**config.mk**
```make
export PLATFORM = sky130hd
export DESIGN_NAME = alu_ctrl
export DESIGN_NICKNAME = d
export VERILOG_FILES = /design/src/rtl/alu_pkg.sv /design/src/rtl/btn_edge.sv /design/src/rtl/alu_ctrl.sv
export SDC_FILE = /design/constraint.sdc
export NUM_CORES = 1
export LEC_CHECK = 0
export CAP_MARGIN = 15
export CORE_AREA = 3 3 40 42
export CTS_BUF_LIST = sky130_fd_sc_hd__clkbuf_4 sky130_fd_sc_hd__clkbuf_8 sky130_fd_sc_hd__clkbuf_16
export CTS_CLUSTER_SIZE = 20
export DETAILED_ROUTE_END_ITERATION = 8
export DIE_AREA = 0 0 43 45
export PLACE_DENSITY = 0.77
export SLEW_MARGIN = 15
export SYNTH_ARGS = -nofsm -noshare
export SYNTH_HDL_FRONTEND = slang
export SYNTH_SLANG_ARGS = --single-unit
```
**constraint.sdc**
```tcl
create_clock -name clk -period 1.1 [get_ports clk]
set_input_delay 0.22 -clock clk [delete_from_list [all_inputs] [get_ports clk]]
set_output_delay 0.22 -clock clk [all_outputs]
set_load 0.1 [all_outputs]
```
**src/rtl/alu_pkg.sv**
```systemverilog
// Shared types and constants for the calculator control, ALU and register-update blocks.
// ALU_CTRL_MUL_EN adds the multiply operation and its controller state.
package alu_pkg;

  typedef enum logic [2:0] {
    OP_ADD = 3'b000,
    OP_SUB = 3'b001,
`ifdef ALU_CTRL_MUL_EN
    OP_MOD = 3'b010,
    OP_MUL = 3'b011
`else
    OP_MOD = 3'b010
`endif
  } alu_op_t;

  typedef enum logic [2:0] {
    S_LOAD_A = 3'd0,
    S_LOAD_B = 3'd1,
    S_ADD    = 3'd2,
    S_SUB    = 3'd3,
`ifdef ALU_CTRL_MUL_EN
    S_MOD    = 3'd4,
    S_MUL    = 3'd5
`else
    S_MOD    = 3'd4
`endif
  } ctrl_state_t;

  // reg_ctrl: bit1 = load enable, bit0 = operand select (0 = A, 1 = B)
  localparam logic [1:0] REG_IDLE   = 2'b00;
  localparam logic [1:0] REG_LOAD_A = 2'b10;
  localparam logic [1:0] REG_LOAD_B = 2'b11;

endpackage

```
**src/rtl/btn_edge.sv**
```systemverilog
// Button conditioner: SYNC_STAGES-flop synchroniser (>= 2) followed by a rising-edge detector.
// press_o is a single-cycle pulse per press, combinational from the last two flops.
module btn_edge #(
  parameter int SYNC_STAGES = 2
) (
  input  logic clk,
  input  logic rst,
  input  logic btn_i,
  output logic press_o
);

  logic [SYNC_STAGES-1:0] sync_q;
  logic [SYNC_STAGES-1:0] sync_d;
  logic                   prev_q;

  assign sync_d = {sync_q[SYNC_STAGES-2:0], btn_i};

  always_ff @(posedge clk or negedge rst) begin
    if (!rst) begin
      sync_q <= '0;
      prev_q <= 1'b0;
    end else begin
      sync_q <= sync_d;
      prev_q <= sync_q[SYNC_STAGES-1];
    end
  end

  assign press_o = sync_q[SYNC_STAGES-1] & ~prev_q;

endmodule

```
**src/rtl/alu_ctrl.sv**
```systemverilog
// Calculator sequencer: operand load strobes (A then B), then enter cycles the ALU op; sign toggles mode.
// Outputs registered, two clocks after a button is first sampled high; ALU_CTRL_MUL_EN adds S_MUL.
module alu_ctrl
  import alu_pkg::*;
#(
  parameter int SYNC_STAGES = 2
) (
  input  logic       clk,
  input  logic       rst,
  input  logic       enter_i,
  input  logic       sign_i,
  output logic [1:0] reg_ctrl,
  output alu_op_t    alu_op,
  output logic       signed_mode,
  output logic       op_valid
);

  logic press_enter;
  logic press_sign;

  btn_edge #(.SYNC_STAGES(SYNC_STAGES)) u_enter (
    .clk     (clk),
    .rst     (rst),
    .btn_i   (enter_i),
    .press_o (press_enter)
  );

  btn_edge #(.SYNC_STAGES(SYNC_STAGES)) u_sign (
    .clk     (clk),
    .rst     (rst),
    .btn_i   (sign_i),
    .press_o (press_sign)
  );

  ctrl_state_t state_q, state_d;
  logic [1:0]  reg_ctrl_q, reg_ctrl_d;
  alu_op_t     alu_op_q, alu_op_d;
  logic        signed_q, signed_d;
  logic        op_valid_q, op_valid_d;

  always_ff @(posedge clk or negedge rst) begin
    if (!rst) begin
      state_q    <= S_LOAD_A;
      reg_ctrl_q <= REG_IDLE;
      alu_op_q   <= OP_ADD;
      signed_q   <= 1'b0;
      op_valid_q <= 1'b0;
    end else begin
      state_q    <= state_d;
      reg_ctrl_q <= reg_ctrl_d;
      alu_op_q   <= alu_op_d;
      signed_q   <= signed_d;
      op_valid_q <= op_valid_d;
    end
  end

  always_comb begin
    state_d    = state_q;
    reg_ctrl_d = REG_IDLE;
    alu_op_d   = alu_op_q;
    signed_d   = signed_q ^ press_sign;
    op_valid_d = 1'b0;

    case (state_q)
      S_LOAD_A: if (press_enter) begin
        state_d    = S_LOAD_B;
        reg_ctrl_d = REG_LOAD_A;
      end
      S_LOAD_B: if (press_enter) begin
        state_d    = S_ADD;
        reg_ctrl_d = REG_LOAD_B;
      end
      S_ADD: if (press_enter) state_d = S_SUB;
      S_SUB: if (press_enter) state_d = S_MOD;
`ifdef ALU_CTRL_MUL_EN
      S_MOD: if (press_enter) state_d = S_MUL;
      S_MUL: if (press_enter) state_d = S_ADD;
`else
      S_MOD: if (press_enter) state_d = S_ADD;
`endif
      default: state_d = S_LOAD_A;
    endcase

    // alu_op/op_valid follow the next state so they stay aligned with state_q
    case (state_d)
      S_ADD: begin alu_op_d = OP_ADD; op_valid_d = 1'b1; end
      S_SUB: begin alu_op_d = OP_SUB; op_valid_d = 1'b1; end
      S_MOD: begin alu_op_d = OP_MOD; op_valid_d = 1'b1; end
`ifdef ALU_CTRL_MUL_EN
      S_MUL: begin alu_op_d = OP_MUL; op_valid_d = 1'b1; end
`endif
      default: ;
    endcase
  end

  assign reg_ctrl    = reg_ctrl_q;
  assign alu_op      = alu_op_q;
  assign signed_mode = signed_q;
  assign op_valid    = op_valid_q;

endmodule

```
# ---- After elaboration in Yosys (flattened, before gate mapping)
# Cells that the tools add are included.
dict set report classes {
  addsub 0
  mul 0
  div 0
  magnitude_cmp 0
  n_eq_ne 7
  shifts 0
  muxes 10
  n_bitwise 5
  reduce_logical 4
}
# operator count
set ops {}
lappend ops {{$eq 3x2->1 const B} 4}
lappend ops {{$mux 3} 4}
lappend ops {{$pmux 3 s4} 1}
lappend ops {{$pmux 3 s3} 1}
lappend ops {{$eq 3x3->1 const B} 2}
lappend ops {{$mux 2} 2}
lappend ops {{$pmux 2 s2} 1}
lappend ops {{$eq 3x1->1 const B} 1}
lappend ops {{$logic_not 3->1} 1}
lappend ops {{$reduce_bool 3->1} 1}
lappend ops {{$reduce_or 3->1} 1}
lappend ops {{$and 1x1->1} 2}
lappend ops {{$not 1->1} 2}
lappend ops {{$reduce_or 2->1} 1}
lappend ops {{$mux 1} 1}
lappend ops {{$xor 1x1->1} 1}
dict set report word_totals {
  regBits 16
  latch_bits 0
  ramBits 0
  romBits 0
  in_bits 4
  out_inout_bits 7
  word_cells 35
  mem_count 0
}

# ---- Depth between registers and ports, before layout
# Gate-level depths: netlist of run 1.
dict set report logic_depth {
  depth_word 7
  depth_mapped 4
  depth_no_buf 3
}

# ---- By module
# A second synthesis of run 1 with hierarchy kept.
dict set report unflattened {
  cells_unflattened 51
  hier_area_um2 651.9
}
# mod instances cells_each area_each_um2 seq_area_each_um2
set modules_own_cells {}
lappend modules_own_cells {alu_ctrl 1 43 474.2 225.2}
lappend modules_own_cells {btn_edge 2 4 88.8 75.1}

# ---- Least setup slack after synthesis of run 1
# Ideal clock, no wire load.
dict set report synth_timing {
  kind {register -> register}
  start {register alu_op[1] (netlist name)}
  end {register alu_op_q[1], in the netlist alu_op[1]}
  setup_ns 0.071
  t_arrival_ns 1.389
  setup_slack_ns -0.360
  path_stages_with_launch 4
  n_path_buf 0
  period_less_slack_ns 1.460
  path_cell_list {dfrtp_1 > nor4b_1 > a31oi_1 > nand3_1}
}
# item line_no
set synth_rtl {}
lappend synth_rtl {{end signal, assigned} alu_ctrl.sv:51} ;# alu_op_q <= alu_op_d;
lappend synth_rtl {{end, declared} alu_ctrl.sv:37} ;# alu_op_t alu_op_q, alu_op_d;

# ---- Final worst setup path of run 1
dict set report layout_timing {
  start {register signed_q, in the netlist signed_mode}
  end {output signed_mode}
}
# item line_no
set layout_rtl {}
lappend layout_rtl {{start, declared} alu_ctrl.sv:38} ;# logic signed_q, signed_d;
lappend layout_rtl {{start signal, assigned} alu_ctrl.sv:52} ;# signed_q <= signed_d;
lappend layout_rtl {{end, declared} alu_ctrl.sv:14} ;# output logic signed_mode,
# No word-level cell between the ends.

==> flow_metrics.py, run 1 <==
metrics = {
    "worst_setup_path": {
        "critPathMaxFanout": 2,
        "regToRegStartpoint": "u_enter.sync_q[1]",
        "kind_of_end_point_of_the_critical_path": "output port",
        "crit_path_start": "signed_mode",
        "critical_path.endpoint": "signed_mode",
        "crit_chain": "buf_12",
        "worstRegToRegCells": 3,
        "critPathMaxStageDelay_ns": 0.43,
        "cpMaxStageDelayCell": "dfrtp_2",
        "critical_path_required_ns": 0.88,
        "reg2reg_slack_ns": -0.01,
        "timing.critical_path.depth": 1,
        "cp-start-kind": "flop",
        "timing.rr.end": "state_q[1]",
        "path_delay_family": "flip-flops",
        "crit_arrival_ns": 0.89,
        "worst-setup-path-type": "reg2out",
        "critical_path_buf_inv_count": 1,
    },
    "grt": {
        "most_used_routing_layer": "met2",
        "grt_pass1_vias": 394,
        "grtUsageMet2_pct": 19.8,
        "antenna_found_initial": 0,
        "groute.layer.met3.usage_pct": 4.78,
        "globalRouteMet1Util_pct": 16.2,
        "grt_start_max_net_pins": 16,
        "grt_util_all_layers_pct": 13.8,
        "gr-total-overflow": 0,
        "first_pass_grt_wire_length_um": 1790,
    },
    "sta": {
        "max_freq_mhz": 900,
        "final_max_slew_viol_count": 0,
        "period_minus_slack_ns": 1.11,
        "clock-skew-final_ns": 0.00666,
        "final_setup_slack_of_the_worst_path_ns": -0.0113,
        "grt_setup_unrepaired": "true",
        "layout_worst_path_cycle_share_pct": 101,
        "report.final.setup_viol": 4,
        "finalHoldViolCount": 0,
    },
    "floorplan": {
        "core_um2": 1280,
        "fp_rows": 13,
        "top_level_ports": 11,
        "start_util_pct": 47.5,
        "chip_width_um": 43,
        "chipHeight_um": 45,
        "die-area_um2": 1940,
    },
    "yosys": {
        "yosys.area_share.adder_pct": 0,
        "yosys_warnings": 0,
        "yosysSeqAreaShare_pct": 61.5,
        "synth_fp_nets": 52,
        "netlist.area_leader.share_pct": 61.5,
        "portion_of_netlist_area_occupied_by_mux_cells_pct": 0,
        "synth.top_cells.by_count": "dfrtp_1 (15), nand2b_1 (4), a21oi_1 (3), nand2_1 (3)",
        "synthesis.area_per_instance_um2": 12.7,
        "synth-edff-count": 0,
        "postSynthRegisterBits": 15,
        "synthDominantAreaCellType": "dfrtp_1",
        "synthMostInstantiatedCell": "dfrtp_1",
        "synth-compound-area-share_pct": 9.43,
        "leading_post_synthesis_cells_by_cell_area": "dfrtp_1 (61%), nand2b_1 (4.1%), buf_6 (3.7%)",
        "post_synthesis_share_of_cell_area_spent_on_and_or_nand_and_nor_gates_pct": 19.5,
        "synth_flop_cell": "dfrtp_1",
        "syn-cell-area_um2": 611,
        "synthDistinctLibCells": 24,
        "synth-xor-area-share_pct": 2.87,
        "synth_async_sr_flop_share_pct": 100,
        "largest_family_of_logic_cells_by_synthesized_area": "simple AND/OR/NAND/NOR gates",
        "gate_count_of_the_mapped_netlist": 48,
    },
    "layout": {
        "finish.cell_count_without_fillers": 79,
        "drive_gt1_share_pct": 54.7,
        "antenna_cells": 0,
        "final_nets": 69,
        "postLayoutCellArea_um2": 861,
        "area.growth.synth_to_final_pct": 41.0,
    },
    "power": {
        "share_comb_of_total_power_pct": 53.5,
        "max-vdd-ir-drop_v": 0.00133,
        "p_clk_share_pct": 11.7,
        "total_power_uw": 2670,
        "switching_power_uw": 1240,
        "share_seq_of_total_power_pct": 34.9,
        "cellLeakagePower_uw": 0.000390,
        "power.internal_uw": 1430,
        "power.density_nw_per_um2": 3100,
        "sw_frac_of_total_pct": 46.5,
    },
    "cts": {
        "clock_path_buffers": 2,
        "clk_latency_ns": 0.29,
        "clock_tree.root_cell": "clkbuf_4",
        "cts-htree-levels": 1,
        "clkSlewWorstSetupHoldPaths_ns": 0.09,
        "tritoncts": "built",
        "cts_buffers": 3,
        "cts.sinks": 15,
    },
    "routing": {
        "antenna_violating_nets_post_route": 0,
        "drcViolationCount": 0,
        "drt-pass1-iter-count": 4,
        "average_wire_length_per_cell_after_detail_routing_um": 14.3,
        "drt_iter0_drc": 8,
        "route.final.wire_length_um": 1130,
        "vias": 398,
        "viasPerCell": 5.04,
    },
    "flow_run": {
        "timing.max_cap.violations": 0,
    },
    "placement": {
        "placed_cells": 71,
        "post_dp_cell_area_um2": 772,
        "io_buffer_count": 9,
        "place.detailed.hpwl_um": 753,
        "finalWeightedCongestion": 0.825,
    },
    "run_status": {
        "result_of_the_run": "complete, but fails checks",
        "violations": "negative setup slack",
    },
    "min_path": {
        "hold_path.class": "in2async",
    },
}
-- area by class of cell --
class	count	area, um^2
inverters	2	7.51
multi-input cells	28	224
fillers	86	424
repair buffers	15	195
flip-flops and latches	15	388
clock buffers	3	22.5
clock inverters	1	5.00
well taps	15	18.8
-- worst min path at each step --
| stage | to | cells after the start | from |
|---|---|---|---|
| after floorplan | alu_op[0] | 0 | rst |
| after global placement | u_sign.sync_q[1] | 0 | u_sign.sync_q[0] |
| after detailed placement | u_sign.sync_q[1] | 0 | u_sign.sync_q[0] |
| after CTS | u_enter.prev_q | 2 | rst |
| after global routing | u_enter.prev_q | 2 | rst |
| final | u_sign.sync_q[1] | 2 | rst |
-- per-layer routing --
metal / part of all wire (%) / up-vias / routed length [um]
li1: - / 190 / -
met1: 41 / 189 / 469
met2: 49 / 15 / 555
met3: 6.1 / 4 / 69
met4: 3.3 / 0 / 37
met5: 0 / - / 0
-- worst reg2reg max path: cells and delay by family, from the launching register on --
kind,cells,cell delay (ns)
compound gates,1,0.19
flops,1,0.45
simple gates,2,0.34
-- layout by cell type, fill, tap and decap left out, types with 2 or more instances in the layout --
master / netlist / layout
dfrtp_2: 0 / 10
buf_12: 0 / 6
buf_4: 1 / 6
dfrtp_1: 15 / 5
nand2b_1: 4 / 4
nand2_1: 3 / 3
clkbuf_4: 0 / 3
clkdlybuf4s50_1: 0 / 3
inv_1: 2 / 2
xnor2_1: 2 / 2
a21oi_1: 3 / 2
-- cell families after synthesis --
family / count (synthesis)
AND/OR/NAND/NOR: 17
flip-flops: 15
AO/OA/AOI/OAI: 8
buffers and inverters: 5
XOR/XNOR: 2
other: 1
-- flip-flops by register name (all words and copies together) (netlist names) --
name	flops
op_valid	1
reg_ctrl	2
u_sign.prev_q	1
alu_op	2
signed_mode	1
u_sign.sync_q	2
state_q	3
u_enter.sync_q	2
u_enter.prev_q	1
-- power groups by stage --
stage | Clock [uW] | Combinational [uW] | Sequential [uW]
global placement | 0 | 1270 | 904
finish | 311 | 1430 | 929
global route | 346 | 1470 | 955
CTS | 316 | 1370 | 936
floorplan | 0 | 346 | 1410
detailed placement | 0 | 1290 | 918
-- per-stage QoR --
step	hold slack [ns]	setup WS, ns	TNS, ns	util, %
4_1_cts	0.245	-0.0154	-0.0377	65.6
5_1_grt	0.251	-0.0385	-0.211	67.0
3_5_place_dp	0.337	-0.00446	-0.00936	60.1
3_3_place_gp	0.332	0.0288	0	60.1
6_report	0.236	-0.0113	-0.0294	67.0
2_1_floorplan	-0.0756	-0.0686	-0.0686	-
-- what timing repair did --
action,4_1_cts,5_1_grt
gates cloned,0,0
hold buffers,0,0
buffers inserted,2,2
pin swaps,1,2
setup endpoints to repair,7,10
gates resized for setup,7,2
Note: power is estimated with default switching activity, not from simulation.
==> inputs of run 2 (changes only) <==
==> constraint.sdc (replaced) <==
create_clock -name clk -period 1.1 [get_ports clk]
set_input_delay 0.165 -clock clk [delete_from_list [all_inputs] [get_ports clk]]
set_output_delay 0.165 -clock clk [all_outputs]
set_load 0.1 [all_outputs]
==> run 2 against run 1 <==
The flow still finishes with violations (negative setup slack). Largest power group unchanged. Via count is 6.3% higher. Largest cell class unchanged. Sequential power down 2.5%. Critical path type is now reg2reg. Combinational power about the same. Fmax rose by 0.18%. Non-clock buffer count grew 1. Clock power increased by 7.1%. Critical endpoint is now alu_op[0]. Register-to-register slack is essentially flat. Final area shrank 0.73%.
==> flow_metrics.py, run 2 (synthesized netlist as in run 1, its figures left out) <==
metrics = {
    "sta": {
        "layout_worst_path_cycle_share_pct": 101,
        "period_minus_slack_ns": 1.11,
        "finalHoldViolCount": 0,
        "grt_setup_unrepaired": "true",
        "max_freq_mhz": 901,
        "clock-skew-final_ns": 0.00147,
        "report.final.setup_viol": 1,
        "final_max_slew_viol_count": 0,
        "final_setup_slack_of_the_worst_path_ns": -0.00934,
    },
    "grt": {
        "antenna_found_initial": 0,
        "grt_start_max_net_pins": 16,
        "most_used_routing_layer": "met2",
        "first_pass_grt_wire_length_um": 1670,
        "globalRouteMet1Util_pct": 14.8,
        "grtUsageMet2_pct": 17.7,
        "groute.layer.met3.usage_pct": 2.79,
        "gr-total-overflow": 0,
        "grt_util_all_layers_pct": 12.6,
        "grt_pass1_vias": 386,
    },
    "worst_setup_path": {
        "worst-setup-path-type": "reg2reg",
        "reg2reg_slack_ns": -0.009,
        "kind_of_end_point_of_the_critical_path": "flop",
        "worstRegToRegCells": 3,
        "timing.rr.end": "alu_op[0]",
        "regToRegStartpoint": "u_enter.sync_q[1]",
        "cp-start-kind": "flop",
        "crit_arrival_ns": 1.27,
        "critPathMaxFanout": 5,
        "critical_path_required_ns": 1.26,
    },
    "routing": {
        "route.final.wire_length_um": 1100,
        "drt-pass1-iter-count": 4,
        "antenna_violating_nets_post_route": 0,
        "viasPerCell": 5.29,
        "drcViolationCount": 0,
        "drt_iter0_drc": 20,
        "vias": 423,
        "average_wire_length_per_cell_after_detail_routing_um": 13.8,
    },
    "floorplan": {
        "die-area_um2": 1940,
        "start_util_pct": 47.5,
        "top_level_ports": 11,
        "chipHeight_um": 45,
        "fp_rows": 13,
        "chip_width_um": 43,
        "core_um2": 1280,
    },
    "placement": {
        "finalWeightedCongestion": 0.812,
        "post_dp_cell_area_um2": 768,
        "io_buffer_count": 9,
        "place.detailed.hpwl_um": 627,
    },
    "layout": {
        "antenna_cells": 0,
        "max_flop_register": "state_q",
        "layout.cells.most_common": "dfrtp_1",
        "regArea_um2": 383,
        "area.growth.synth_to_final_pct": 40.0,
        "filler_cell_count": 83,
        "drive_gt1_share_pct": 49.2,
        "flip_flop_count_of_the_largest_register_after_layout": 3,
        "multiInputGateArea_um2": 215,
        "postLayoutCellArea_um2": 855,
        "layout.cells.most_common_list": "dfrtp_1 (9), dfrtp_2 (6), buf_12 (6), buf_4 (6)",
        "final_nets": 70,
    },
    "cts": {
        "cts.sinks": 15,
        "clock_path_buffers": 2,
        "tritoncts": "built",
        "cts_buffers": 3,
        "clkSlewWorstSetupHoldPaths_ns": 0.08,
        "ctsHoldBuffers": 0,
        "cts-htree-levels": 1,
        "clock_tree.root_cell": "clkbuf_4",
        "clk_latency_ns": 0.28,
    },
    "run_status": {
        "violations": "negative setup slack",
        "result_of_the_run": "complete, but fails checks",
    },
    "min_path": {
        "hold_path.class": "in2async",
    },
    "power": {
        "total_power_uw": 2670,
        "cellLeakagePower_uw": 0.000391,
        "power.density_nw_per_um2": 3120,
        "max-vdd-ir-drop_v": 0.00165,
    },
    "flow_run": {
        "timing.max_cap.violations": 0,
    },
}
==> run 2: repair_timing <==
action	in CTS	in global routing
cloned	0	0
setup endpoints to repair	2	5
resized for setup	0	7
setup buffers	1	4
pin swaps	1	2
==> run 2: per-layer routing <==
metal | share of wire (%) | wire, um
met1 | 42 | 469
met2 | 45 | 492
met3 | 6.8 | 75
met4 | 6.1 | 67
met5 | 0 | 0
==> run 2: layout make-up <==
type | instances | area share, %
inverters | 2 | 0.878
well taps | 15 | 2.20
flip-flops and latches | 15 | 44.8
clock buffers | 4 | 3.51
repair buffers | 16 | 23.4
multi-input cells | 28 | 25.2
==> run 2: power by group <==
group          switching, uW  internal (uW)
Sequential               199            707
Combinational            854            573
Clock                    167            166
==> run 2: per-stage QoR <==
step | util [%] | setup WS, ns | TNS [ns] | std cells | hold WS [ns]
2_1_floorplan | - | -0.0686 | -0.0686 | 48 | -0.131
3_3_place_gp | 59.8 | 0.0327 | 0 | 71 | 0.331
3_5_place_dp | 59.8 | 0.0185 | 0 | 71 | 0.336
4_1_cts | 62.7 | 0.00678 | 0 | 76 | 0.193
5_1_grt | 66.5 | -0.0386 | -0.101 | 80 | 0.202
6_report | 66.5 | -0.00934 | -0.00934 | 80 | 0.188
==> run 2: worst max-delay path: stages, from the launching register on <==
cell and delay [ns]:
dfrtp_1 0.43, and2b_2 0.24, o21ai_1 0.22, a211oi_2 0.10
==> run 2: how the worst max path moves through the flow <==
stage                      startpoint         to  cells past startpoint  slack, ns
floorplan                   alu_op[1]  alu_op[1]                      3      -0.07
global placement           state_q[0]  alu_op[1]                      3       0.03
detailed placement         state_q[1]  alu_op[1]                      3       0.02
CTS                        state_q[1]  alu_op[1]                      3      0.007
global route               state_q[0]  alu_op[1]                      3      -0.04
finish              u_enter.sync_q[1]  alu_op[0]                      3     -0.009
==> inputs of run 3 (changes only) <==
--- a/config.mk
+++ b/config.mk
@@ -7,7 +7,7 @@
 export LEC_CHECK = 0
 export CAP_MARGIN = 15
 export CORE_AREA = 3 3 40 42
-export CTS_BUF_LIST = sky130_fd_sc_hd__clkbuf_4 sky130_fd_sc_hd__clkbuf_8 sky130_fd_sc_hd__clkbuf_16
+export CTS_BUF_LIST = sky130_fd_sc_hd__clkbuf_4
 export CTS_CLUSTER_SIZE = 20
 export DETAILED_ROUTE_END_ITERATION = 8
 export DIE_AREA = 0 0 43 45
==> constraint.sdc (replaced) <==
create_clock -name clk -period 1.3 [get_ports clk]
set_input_delay 0.195 -clock clk [delete_from_list [all_inputs] [get_ports clk]]
set_output_delay 0.195 -clock clk [all_outputs]
set_load 0.1 [all_outputs]
==> run 3 against run 2 <==
The run now ends clean. Register-to-register slack improved by 0.19 ns. Largest cell class unchanged. Final area decreased by 7.8%. Critical endpoint is now alu_op[1]. Clock skew rose by 0.0014 ns. Non-clock buffer count shrank 6. Via count is 11% lower. Sequential cell count is the same. Hold slack improved by 0.033 ns. Clock-buffer cell count did not move. Global-route usage down 1.3 points.
==> flow_metrics.py, run 3 (synthesized netlist as in run 1, its figures left out) <==
metrics = {
    "routing": {
        "vias": 377,
        "drt_iter0_drc": 3,
        "average_wire_length_per_cell_after_detail_routing_um": 12.1,
        "drt-pass1-iter-count": 5,
        "route.final.wire_length_um": 898,
        "antenna_violating_nets_post_route": 0,
        "viasPerCell": 5.09,
        "drcViolationCount": 0,
    },
    "grt": {
        "gr-total-overflow": 0,
        "grt_util_all_layers_pct": 11.3,
        "grt_pass1_vias": 351,
        "first_pass_grt_wire_length_um": 1480,
        "grt_start_max_net_pins": 16,
        "antenna_found_initial": 0,
    },
    "cts": {
        "clock_path_buffers": 2,
        "tritoncts": "built",
        "ctsHoldBuffers": 0,
        "post_cts_resize_count": 0,
        "clkSlewWorstSetupHoldPaths_ns": 0.08,
        "cts-htree-levels": 1,
        "cts.sinks": 15,
        "clk_latency_ns": 0.28,
        "clock_tree.root_cell": "clkbuf_4",
        "cts_buffers": 3,
        "cts_setup_buffers": 0,
    },
    "floorplan": {
        "fp_rows": 13,
        "chipHeight_um": 45,
        "die-area_um2": 1940,
        "chip_width_um": 43,
        "top_level_ports": 11,
        "start_util_pct": 47.5,
        "core_um2": 1280,
    },
    "layout": {
        "layout.cells.most_common": "dfrtp_1",
        "max_flop_register": "state_q",
        "flip_flop_count_of_the_largest_register_after_layout": 3,
        "antenna_cells": 0,
        "area.growth.synth_to_final_pct": 29.1,
        "final_nets": 64,
        "drive_gt1_share_pct": 30.5,
        "layout.cells.most_common_list": "dfrtp_1 (14), buf_12 (6), nand2b_1 (4), clkbuf_4 (4)",
    },
    "worst_setup_path": {
        "regToRegStartpoint": "state_q[1]",
        "critPathMaxFanout": 11,
        "critical_path_required_ns": 1.52,
        "worst-setup-path-type": "reg2reg",
        "kind_of_end_point_of_the_critical_path": "flop",
        "reg2reg_slack_ns": 0.19,
        "cp-start-kind": "flop",
        "crit_arrival_ns": 1.33,
        "timing.rr.end": "alu_op[1]",
        "worstRegToRegCells": 3,
    },
    "flow_run": {
        "timing.max_cap.violations": 0,
    },
    "sta": {
        "finalHoldViolCount": 0,
        "period_minus_slack_ns": 1.11,
        "final_max_slew_viol_count": 0,
        "clock-skew-final_ns": 0.00283,
        "fin_tns_setup_ns": 0,
        "max_freq_mhz": 897,
        "report.final.setup_viol": 0,
        "grt_setup_unrepaired": "false",
        "layout_worst_path_cycle_share_pct": 85.7,
    },
    "run_status": {
        "result_of_the_run": "completed",
    },
    "min_path": {
        "hold_path.class": "in2async",
    },
    "placement": {
        "finalWeightedCongestion": 0.807,
        "io_buffer_count": 9,
        "place.detailed.hpwl_um": 659,
    },
}
==> run 3: cell types whose count changed in the layout (fill, tap and decap cells not counted) <==
cell and change:
buf_4 -5, dfrtp_1 +5, dfrtp_2 -5, a21oi_1 +1
a21oi_2 -1, and2b_1 +1, and2b_2 -1, clkbuf_2 -1
nor3b_2 +1, nor3b_4 -1, nor4b_1 +1, nor4b_2 -1
==> run 3: critical path, cell delays in order (launching register included) <==
cell and delay (ns):
dfrtp_1 0.51, nor3b_2 0.34, nand2_1 0.13, nand3_1 0.08
==> run 3: cell type report <==
cell class | instances | area [um^2]
Inverter | 2 | 7.51
Timing Repair Buffer | 10 | 158
Fill cell | 96 | 497
Tap cell | 15 | 18.8
Sequential cell | 15 | 377
Multi-Input combinational cell | 28 | 198
Clock buffer | 4 | 30.0
==> run 3: stage by stage <==
step	hold slack, ns	util, %	area, um^2	worst slack [ns]	instances
5_1_grt	0.236	61.3	788	0.0611	74
2_1_floorplan	-0.101	-	612	0.00225	48
6_report	0.221	61.3	788	0.185	74
3_5_place_dp	0.338	59.0	758	0.196	70
4_1_cts	0.226	61.3	788	0.179	74
3_3_place_gp	0.333	59.0	758	0.223	70
==> run 3: routing by layer <==
metal / share of wire, % / routed length (um) / global-route usage [%]
met1: 45 / 408 / 13.5
met2: 44 / 396 / 15.9
met3: 6.0 / 54 / 2.39
met4: 4.3 / 39 / 12.7
met5: 0 / 0 / 0
==> run 3: worst max-delay path by stage <==
stage	startpoint	end	depth (start not counted)
finish	state_q[1]	alu_op[1]	3
global placement	state_q[0]	op_valid	3
floorplan	alu_op[0]	alu_op[0]	2
detailed placement	state_q[1]	alu_op[1]	3
global route	state_q[2]	alu_op[1]	3
CTS	state_q[1]	alu_op[1]	3
Power of run 3 is not shown: default switching activity piles up to over one toggle a cycle in this logic, so the estimate is an artifact.
